$ cat src/rtl/enemy_controller.sv
// enemy_controller: per-enemy state engine feeding the enemy sprite drawer.
// Spawns an enemy, moves it once per frame, applies bullet hits and retires it.
// Optional feature macro: ENEMY_HIT_COOLDOWN_EN (hit-immune frames after a non-killing hit).
// Ports:
//   clk, rst_n          clock, asynchronous active-low reset
//   frame_tick          one-cycle pulse per frame (vblank start)
//   spawn, spawn_type,  spawn request with type (0..2, 3 ignored) and requested x_mid
//   spawn_x
//   hit                 one-cycle bullet-collision pulse
//   enemy_type, health, sprite attributes for the drawer
//   x_mid, y_mid
//   visible, alive      ACTIVE or DYING / ACTIVE only
//   killed, escaped     one-cycle event pulses
module enemy_controller (
  input  logic       clk,
  input  logic       rst_n,
  input  logic       frame_tick,
  input  logic       spawn,
  input  logic [1:0] spawn_type,
  input  logic [9:0] spawn_x,
  input  logic       hit,
  output logic [1:0] enemy_type,
  output logic [3:0] health,
  output logic [9:0] x_mid,
  output logic [9:0] y_mid,
  output logic       visible,
  output logic       alive,
  output logic       killed,
  output logic       escaped
);
  localparam logic [9:0] Y_SPAWN      = 10'd8;
  localparam logic [9:0] Y_ESCAPE     = 10'd472;
  localparam logic [9:0] X_MIN        = 10'd8;
  localparam logic [9:0] X_MAX        = 10'd631;
  localparam logic [3:0] SPEED_T0     = 4'd1;
  localparam logic [3:0] SPEED_T1     = 4'd2;
  localparam logic [3:0] SPEED_T2     = 4'd1;
  localparam logic [3:0] DRIFT        = 4'd2;
  localparam logic [3:0] DEATH_FRAMES = 4'd8;

  typedef enum logic [1:0] {IDLE, ACTIVE, DYING} state_t;

  state_t     state, state_n;
  logic [1:0] type_n;
  logic [3:0] health_n, health_dec, dcnt, dcnt_n;
  logic [9:0] x_n, y_n;
  logic       left, left_n, killed_n, escaped_n, hit_ok;
  logic [3:0] speed;
  logic [10:0] y_next, x_r, x_l;

`ifdef ENEMY_HIT_COOLDOWN_EN
  localparam logic [3:0] COOLDOWN = 4'd4;
  logic [3:0] cool, cool_n;
  assign hit_ok = hit && cool == 4'd0;
`else
  assign hit_ok = hit;
`endif

  assign visible    = state != IDLE;
  assign alive      = state == ACTIVE;
  assign speed      = enemy_type == 2'd1 ? SPEED_T1 : enemy_type == 2'd2 ? SPEED_T2 : SPEED_T0;
  // 11-bit arithmetic so the escape and bound compares never see a wrapped value
  assign y_next     = {1'b0, y_mid} + {7'd0, speed};
  assign x_r        = {1'b0, x_mid} + {7'd0, DRIFT};
  assign x_l        = {1'b0, x_mid} - {7'd0, DRIFT};
  assign health_dec = health == 4'd0 ? 4'd0 : health - 4'd1;

  always_ff @(posedge clk or negedge rst_n) begin
    if (!rst_n) begin
      state      <= IDLE;
      enemy_type <= 2'd0;
      health     <= 4'd0;
      x_mid      <= 10'd0;
      y_mid      <= 10'd0;
      left       <= 1'b0;
      dcnt       <= 4'd0;
      killed     <= 1'b0;
      escaped    <= 1'b0;
`ifdef ENEMY_HIT_COOLDOWN_EN
      cool       <= 4'd0;
`endif
    end else begin
      state      <= state_n;
      enemy_type <= type_n;
      health     <= health_n;
      x_mid      <= x_n;
      y_mid      <= y_n;
      left       <= left_n;
      dcnt       <= dcnt_n;
      killed     <= killed_n;
      escaped    <= escaped_n;
`ifdef ENEMY_HIT_COOLDOWN_EN
      cool       <= cool_n;
`endif
    end
  end

  always_comb begin
    state_n   = state;
    type_n    = enemy_type;
    health_n  = health;
    x_n       = x_mid;
    y_n       = y_mid;
    left_n    = left;
    dcnt_n    = dcnt;
    killed_n  = 1'b0;
    escaped_n = 1'b0;
`ifdef ENEMY_HIT_COOLDOWN_EN
    cool_n    = cool;
`endif
    case (state)
      IDLE: if (spawn && spawn_type != 2'd3) begin
        state_n  = ACTIVE;
        type_n   = spawn_type;
        health_n = spawn_type == 2'd0 ? 4'd1 : spawn_type == 2'd1 ? 4'd3 : 4'd4;
        y_n      = Y_SPAWN;
        x_n      = spawn_x < X_MIN ? X_MIN : spawn_x > X_MAX ? X_MAX : spawn_x;
        left_n   = 1'b0;
`ifdef ENEMY_HIT_COOLDOWN_EN
        cool_n   = 4'd0;
`endif
      end
      ACTIVE: begin
        if (hit_ok) health_n = health_dec;
`ifdef ENEMY_HIT_COOLDOWN_EN
        if (frame_tick && cool != 4'd0) cool_n = cool - 4'd1;
        if (hit_ok) cool_n = COOLDOWN;
`endif
        // a killing hit wins over this frame's movement and any escape
        if (hit_ok && health_dec == 4'd0) begin
          state_n  = DYING;
          killed_n = 1'b1;
          health_n = 4'd1;
          dcnt_n   = DEATH_FRAMES;
        end else if (frame_tick) begin
          if (y_next >= {1'b0, Y_ESCAPE}) begin
            state_n   = IDLE;
            escaped_n = 1'b1;
          end else begin
            y_n = y_next[9:0];
            if (enemy_type == 2'd2) begin
              if (!left) begin
                x_n    = x_r > {1'b0, X_MAX} ? X_MAX : x_r[9:0];
                left_n = x_r > {1'b0, X_MAX};
              end else begin
                x_n    = x_l < {1'b0, X_MIN} ? X_MIN : x_l[9:0];
                left_n = !(x_l < {1'b0, X_MIN});
              end
            end
          end
        end
      end
      DYING: if (frame_tick) begin
        dcnt_n = dcnt - 4'd1;
        if (dcnt == 4'd1) state_n = IDLE;
      end
      default: state_n = IDLE;
    endcase
  end
endmodule

$ cat config.mk
export PLATFORM = sky130hd
export DESIGN_NAME = enemy_controller
export DESIGN_NICKNAME = d
export VERILOG_FILES = /design/src/rtl/enemy_controller.sv
export SDC_FILE = /design/constraint.sdc
export NUM_CORES = 1
export LEC_CHECK = 0
export ABC_AREA = 1
export BUFFER_PORTS_ARGS = -buffer_cell sky130_fd_sc_hd__buf_2
export CAP_MARGIN = 20
export CORE_MARGIN = 3
export CORE_UTILIZATION = 30
export CTS_CLUSTER_SIZE = 25
export DETAILED_ROUTE_END_ITERATION = 10
export PLACE_DENSITY = 0.56
export SYNTH_ARGS = -nofsm -noshare
export SYNTH_HDL_FRONTEND = slang
export SYNTH_SLANG_ARGS = --single-unit
export TNS_END_PERCENT = 5
$ cat constraint.sdc
create_clock -name clk -period 2.15 [get_ports clk]
set_input_delay 0.215 -clock clk [delete_from_list [all_inputs] [get_ports clk]]
set_output_delay 0.215 -clock clk [all_outputs]
set_load 0.005 [all_outputs]
# ---- Word level (Yosys, flattened, before mapping)
# Cells that the tools add are included.
dict set report totals {
  regBits 35
  in_bits 17
  output_inout_bits 30
  elab_cells 100
}
dict set report classes {
  add_sub_neg 5
  n_lt_le_gt_ge 5
  n_eq_ne 18
  muxes 47
  n_reduce_logical 16
}
# op count
set op_table {}
lappend op_table {{2-to-1 mux 10 bit} 14}
lappend op_table {{case mux 10 bit (2 select lines)} 2}
lappend op_table {{2-to-1 mux 4 bit} 6}
lappend op_table {{case mux 4 bit (2 select lines)} 2}
lappend op_table {{2-to-1 mux 2 bit} 7}
lappend op_table {{!= test 2 bit (second input constant)} 7}
lappend op_table {{2-to-1 mux 1 bit} 12}
lappend op_table {{adder 10 x 2 -> 11 bit} 1}
lappend op_table {{adder 10 x 2 -> 11 bit (second input constant)} 1}
lappend op_table {{>= comparator 11 x 9 -> 1 bit (second input constant)} 1}
lappend op_table {{> comparator 11 x 10 -> 1 bit (second input constant)} 1}
lappend op_table {{< comparator 11 x 4 -> 1 bit (second input constant)} 1}
lappend op_table {{subtractor 10 x 2 -> 11 bit (second input constant)} 1}
lappend op_table {{> comparator 10 bit (second input constant)} 1}
lappend op_table {{< comparator 10 x 4 -> 1 bit (second input constant)} 1}
lappend op_table {{AND reduction 5 bit} 2}
lappend op_table {{logical NOT 4 bit} 2}
lappend op_table {{subtractor 4 x 1 -> 4 bit (second input constant)} 2}
lappend op_table {{== test 2 x 1 -> 1 bit (second input constant)} 3}
lappend op_table {{2-to-1 mux 3 bit} 2}
lappend op_table {{!= test 3 x 2 -> 1 bit (second input constant)} 2}
lappend op_table {{case mux 2 bit (3 select lines)} 1}
lappend op_table {{AND reduction 3 bit} 2}
lappend op_table {{AND reduction 6 bit} 1}
lappend op_table {{10 further kinds} 16}

# ---- Logic depth before layout (Yosys ltp)
dict set report logic_depth {
  word_depth 9
  mapped_depth 20
}

# ---- Worst setup path before layout
# OpenSTA, ideal clock, no wires.
dict set report synth_timing {
  path_kind {reg-to-reg}
  start {reg enemy_type[1]}
  end {reg y_mid[8]}
  t_arrival_ns 2.271
  t_required_ns 2.032
  slack_ns -0.239
  stages_incl_launch_ff 18
  path_cell_list {dfrtp_1 > nor2_1 > inv_1 > ha_1 > fa_1 > nand4_1 > nor2_1 > nand3_1 > nand3_1 > nand2_1 > nand2_2 > nand2_2 > nand2_2 > inv_2 > o21ai_4 > buf_12 > nand2_2 > o21ai_2}
}
dict set report synth_via {
  elab_chain_len 7
}
# element line
set synth_rtl {}
lappend synth_rtl {{start: declaration} 22} ;# output logic [1:0] enemy_type,
lappend synth_rtl {{start signal: assignment} 84} ;# enemy_type <= type_n;
lappend synth_rtl {{== test 2 x 1 -> 1 bit *} 61} ;# assign speed = enemy_type == 2'd1 ? SPEED_T1 : enemy_type == 2'd2 ? SPEED_T2 : SPEED_T0;
lappend synth_rtl {{2-to-1 mux 2 bit *} 61}
lappend synth_rtl {{adder 10 x 2 -> 11 bit *} 63} ;# assign y_next = {1'b0, y_mid} + {7'd0, speed};
lappend synth_rtl {{parallel branches: the longest is 4 deep, another holds >= comparator 11 x 9 -> 1 bit} --}
lappend synth_rtl {{end signal: assignment} 87} ;# y_mid <= y_n;
lappend synth_rtl {{end: declaration} 25} ;# output logic [9:0] y_mid,
# Every way passes the cells marked *. The select of a mux whose other input is x is not followed.
# A chain may end at the register's enable or synchronous reset.

# ---- Worst setup path in the final report
dict set report layout_timing {
  start {reg enemy_type[0]}
  end {reg x_mid[7]}
}
dict set report layout_via {
  elab_chain_len 6
}
# element line
set layout_rtl {}
lappend layout_rtl {{== test 2 x 1 -> 1 bit} 61}
lappend layout_rtl {{2-to-1 mux 2 bit} 61}
lappend layout_rtl {{adder 10 x 2 -> 11 bit} 63}
lappend layout_rtl {{>= comparator 11 x 9 -> 1 bit} 136} ;# if (y_next >= {1'b0, Y_ESCAPE}) begin
lappend layout_rtl {{!= test 2 bit (no line)} --}
lappend layout_rtl {{AND reduction 6 bit (no line) *} --}
lappend layout_rtl {{end signal: assignment} 86} ;# x_mid <= x_n;
lappend layout_rtl {{end: declaration} 24} ;# output logic [9:0] x_mid,
# Mark *: on every way between the ends. The rest lies on a longest branch, timed or not.

==> impl_metrics.env <==
export IMPL_synthCells=414
export IMPL_ant_nets=0
export IMPL_hold_class="input pin to async pin"
export IMPL_syn_avg_cell_area_um2=6.700
export IMPL_clk_latency_ns=0.28
export IMPL_cts_buffer_depth=2
export IMPL_grt_util_all_layers=0.1587
export IMPL_maxCapViolCount=0
export IMPL_initial_core_util=0.3135
export IMPL_grt_pass1_wl_um=13380
export IMPL_num_vias=2971
export IMPL_wl_per_cell_um=13.11
export IMPL_gp_congestion=0.9316
export IMPL_cts_clk_slew_worst_paths_ns=0.07
export IMPL_cpMaxStageDelayCell="dfrtp_1"
export IMPL_crit_path_start_kind="register"
export IMPL_grt_pass1_vias=2837
export IMPL_r2r_start="enemy_type[0]$_DFFE_PN0P_"
export IMPL_violations="setup timing"
export IMPL_path_max_fanout=7
export IMPL_io_pins=47
export IMPL_grtUsageMet1=0.2197
export IMPL_worst_slack_ns=-0.1163
export IMPL_timing_fmax_ghz=0.4413
export IMPL_num_rows=34
export IMPL_r2r_setup_slack_ns=-0.12
export IMPL_fin_cells=607
export IMPL_fp_dieW_um=102.2
export IMPL_synthFlopType="dfrtp_1"
export IMPL_crit_arrival_ns=2.47
export IMPL_n_fill_cell=947
export IMPL_grt_ovfl_total=0
export IMPL_post_synth_num_cell_types=40
export IMPL_layout_common_cells="nand2_1, nor2_1, inv_1"
export IMPL_path_class="register to register"
export IMPL_synth_seq_cells=35
export IMPL_drtIter0Drc=128
export IMPL_drive_above_1_share=0.3086
export IMPL_coreArea_um2=8848
export IMPL_ys_warn_count=0
export IMPL_antenna_cells=0
export IMPL_critPathMaxStageDelay_ns=0.36
export IMPL_synth_seq_area_share=0.3157
export IMPL_setup_viol=21
export IMPL_dp_cells=593
export IMPL_cp_required_ns=2.35
export IMPL_relSlewSlack=0.4323
export IMPL_tightest_slew_ns=0.8516
export IMPL_layout_commonest_cell="nand2_1"
export IMPL_synth_edf_count=0
export IMPL_clock_sinks=35
export IMPL_cts_made_buffers=5
export IMPL_drc=0
export IMPL_firstDrtPassIters=5
export IMPL_die_area_um2=10440
export IMPL_synth_nets=439
export IMPL_synthArstFlopShare=1.000
export IMPL_nets=524
export IMPL_drv_slew=0
export IMPL_area_growth_pct=29.14
export IMPL_cp_cell_sequence="inv_2 -> nor2_4 -> inv_2 -> ha_4 -> fa_2 -> nand3_2 -> nor2_2 -> nand3_1 -> nand3_1 -> nor2_1 -> nand2_1 -> nand2_2 -> nand2_4 -> nand3_4 -> buf_6 -> nor2_1 -> a21oi_1"
export IMPL_ir_worst_vdd_mv=0.4931
export IMPL_use_met3=0.02662
export IMPL_r2r_end="x_mid[7]$_DFFE_PN0P_"
export IMPL_cts_tree="built"
export IMPL_place_ws_ns=-0.2009
export IMPL_synthesis_area_um2=2774
export IMPL_routed_wl_um=7960
export IMPL_holdBufCountCts=0
export IMPL_leakagePower_nw=1.829
export IMPL_grt_max_degree=36
export IMPL_dpl_hpwl_um=6109
export IMPL_hold_viol_final=0
export IMPL_antenna_found_initial=0
export IMPL_skew_ns=0.007160
export IMPL_timing_final_crit_share=1.054
export IMPL_root_buffer="clkbuf_8"
export IMPL_cts_htree_levels=2
export IMPL_outcome="complete, but fails checks"
export IMPL_port_buffers=46
export IMPL_fin_crit_ns=2.266
export IMPL_critPathCaptureType="register"
export IMPL_ff2ff_path_depth=17
export IMPL_busiest_layer="met2"
export IMPL_powerDensity_nw_per_um2=1197
export IMPL_grt_setup_unrepaired="yes"
export IMPL_met2_usage=0.2624
export IMPL_fp_dieH_um=102.2
export IMPL_vias_per_cell=4.895
==> flip-flops by register name, summed over array words and instances (netlist names) <==
| signal | cells |
|---|---|
| killed | 1 |
| y_mid | 10 |
| escaped | 1 |
| state | 2 |
| x_mid | 10 |
| dcnt | 4 |
| enemy_type | 2 |
| left | 1 |
| health | 4 |
==> worst max-delay path: cells and delay by family, from the launching register on <==
family	cells	cell delay, ns
AND/OR/NAND/NOR	11	0.89
adder cells (fa/ha/maj)	2	0.52
flip-flops	1	0.36
buffers and inverters	3	0.26
AO/OA/AOI/OAI	1	0.16
==> synthesized netlist by cell type, types with 2 or more instances <==
master    count  area [µm²]
nand2_1     103       386.6
nor2_1       61       229.0
inv_1        51       191.4
nand3_1      36       180.2
dfrtp_1      35       875.8
a21oi_1      20       100.1
o21ai_0      17       85.08
nand4_1      10       62.56
o21ai_2       9       78.83
nand2_2       8       50.05
nor3_1        8       40.04
ha_1          7       87.58
nor2_2        5       31.28
xor2_1        5       43.79
buf_4         4       30.03
inv_2         4       15.01
nand3_2       4       40.04
a31oi_1       2       12.51
buf_6         2       22.52
clkbuf_1      2       7.510
o22ai_1       2       12.51
==> cells by family after synthesis <==
logic type                 after synthesis  share of synthesized area
adders and majority gates                8                    0.03879
xor gates and xnor gates                 6                    0.01894
AOI/OAI and AO/OA                       58                     0.1304
DFF                                     35                     0.3157
muxes                                    1                   0.004059
and+or+nand+nor                        240                     0.3852
buffers and inverters                   66                     0.1069
==> through the flow <==
stage / setup TNS [ns] / hold slack, ns / util / cell area (µm²) / power (W)
3_5_place_dp: -2.979 / 0.3737 / 0.3780 / 3344 / 0.003642
2_1_floorplan: -0.4417 / -0.08059 / - / 2796 / 0.002822
4_1_cts: -1.564 / 0.06866 / 0.4012 / 3550 / 0.004286
5_1_grt: -4.497 / 0.09648 / 0.4048 / 3582 / 0.004723
3_3_place_gp: -1.792 / 0.3630 / 0.3780 / 3344 / 0.003629
6_report: -1.582 / 0.03129 / 0.4048 / 3582 / 0.004288
==> repair_timing <==
action,CTS,global route
pin swaps,8,2
hold endpoints to repair,0,0
endpoints found under the setup margin,23,26
buffers inserted,4,1
gates resized for setup,18,8
gates cloned,2,0
==> layer usage <==
layer,wire [µm],vias up
met1,3671,1363
li1,-,1507
met2,3795,90
met5,0,-
met3,409,11
met4,84,0
==> report_power, final <==
group / total (W) / internal, W / switching (W)
Combinational: 0.00258 / 0.00104 / 0.00155
Sequential: 0.00122 / 0.000881 / 0.000336
Clock: 0.000486 / 0.000252 / 0.000234
Total: 0.00429 / 0.00217 / 0.00212
==> worst max-delay path by stage <==
stage          cells after the start  slack (ns)                 startpoint                   end
2_1_floorplan                     18       -0.05  enemy_type[0]$_DFFE_PN0P_  y_mid[8]$_DFFE_PN0P_
3_3_place_gp                      16       -0.12  enemy_type[0]$_DFFE_PN0P_  x_mid[1]$_DFFE_PN0P_
3_5_place_dp                      18       -0.20  enemy_type[0]$_DFFE_PN0P_  y_mid[7]$_DFFE_PN0P_
4_1_cts                           19       -0.10  enemy_type[0]$_DFFE_PN0P_  y_mid[7]$_DFFE_PN0P_
5_1_grt                           17       -0.26  enemy_type[0]$_DFFE_PN0P_      left$_DFFE_PN0P_
6_report                          17       -0.12  enemy_type[0]$_DFFE_PN0P_  x_mid[7]$_DFFE_PN0P_
==> layout make-up <==
cell class	instances	area, µm²	share of cell area
clock inverters	1	5.005	0.001397
repair buffers	87	545.5	0.1523
well taps	108	135.1	0.03772
clock buffers	6	82.58	0.02305
inverters	55	211.5	0.05903
flip-flops and latches	35	875.8	0.2445
multi-input cells	315	1727	0.4820
(Power assumes the default switching activity.)
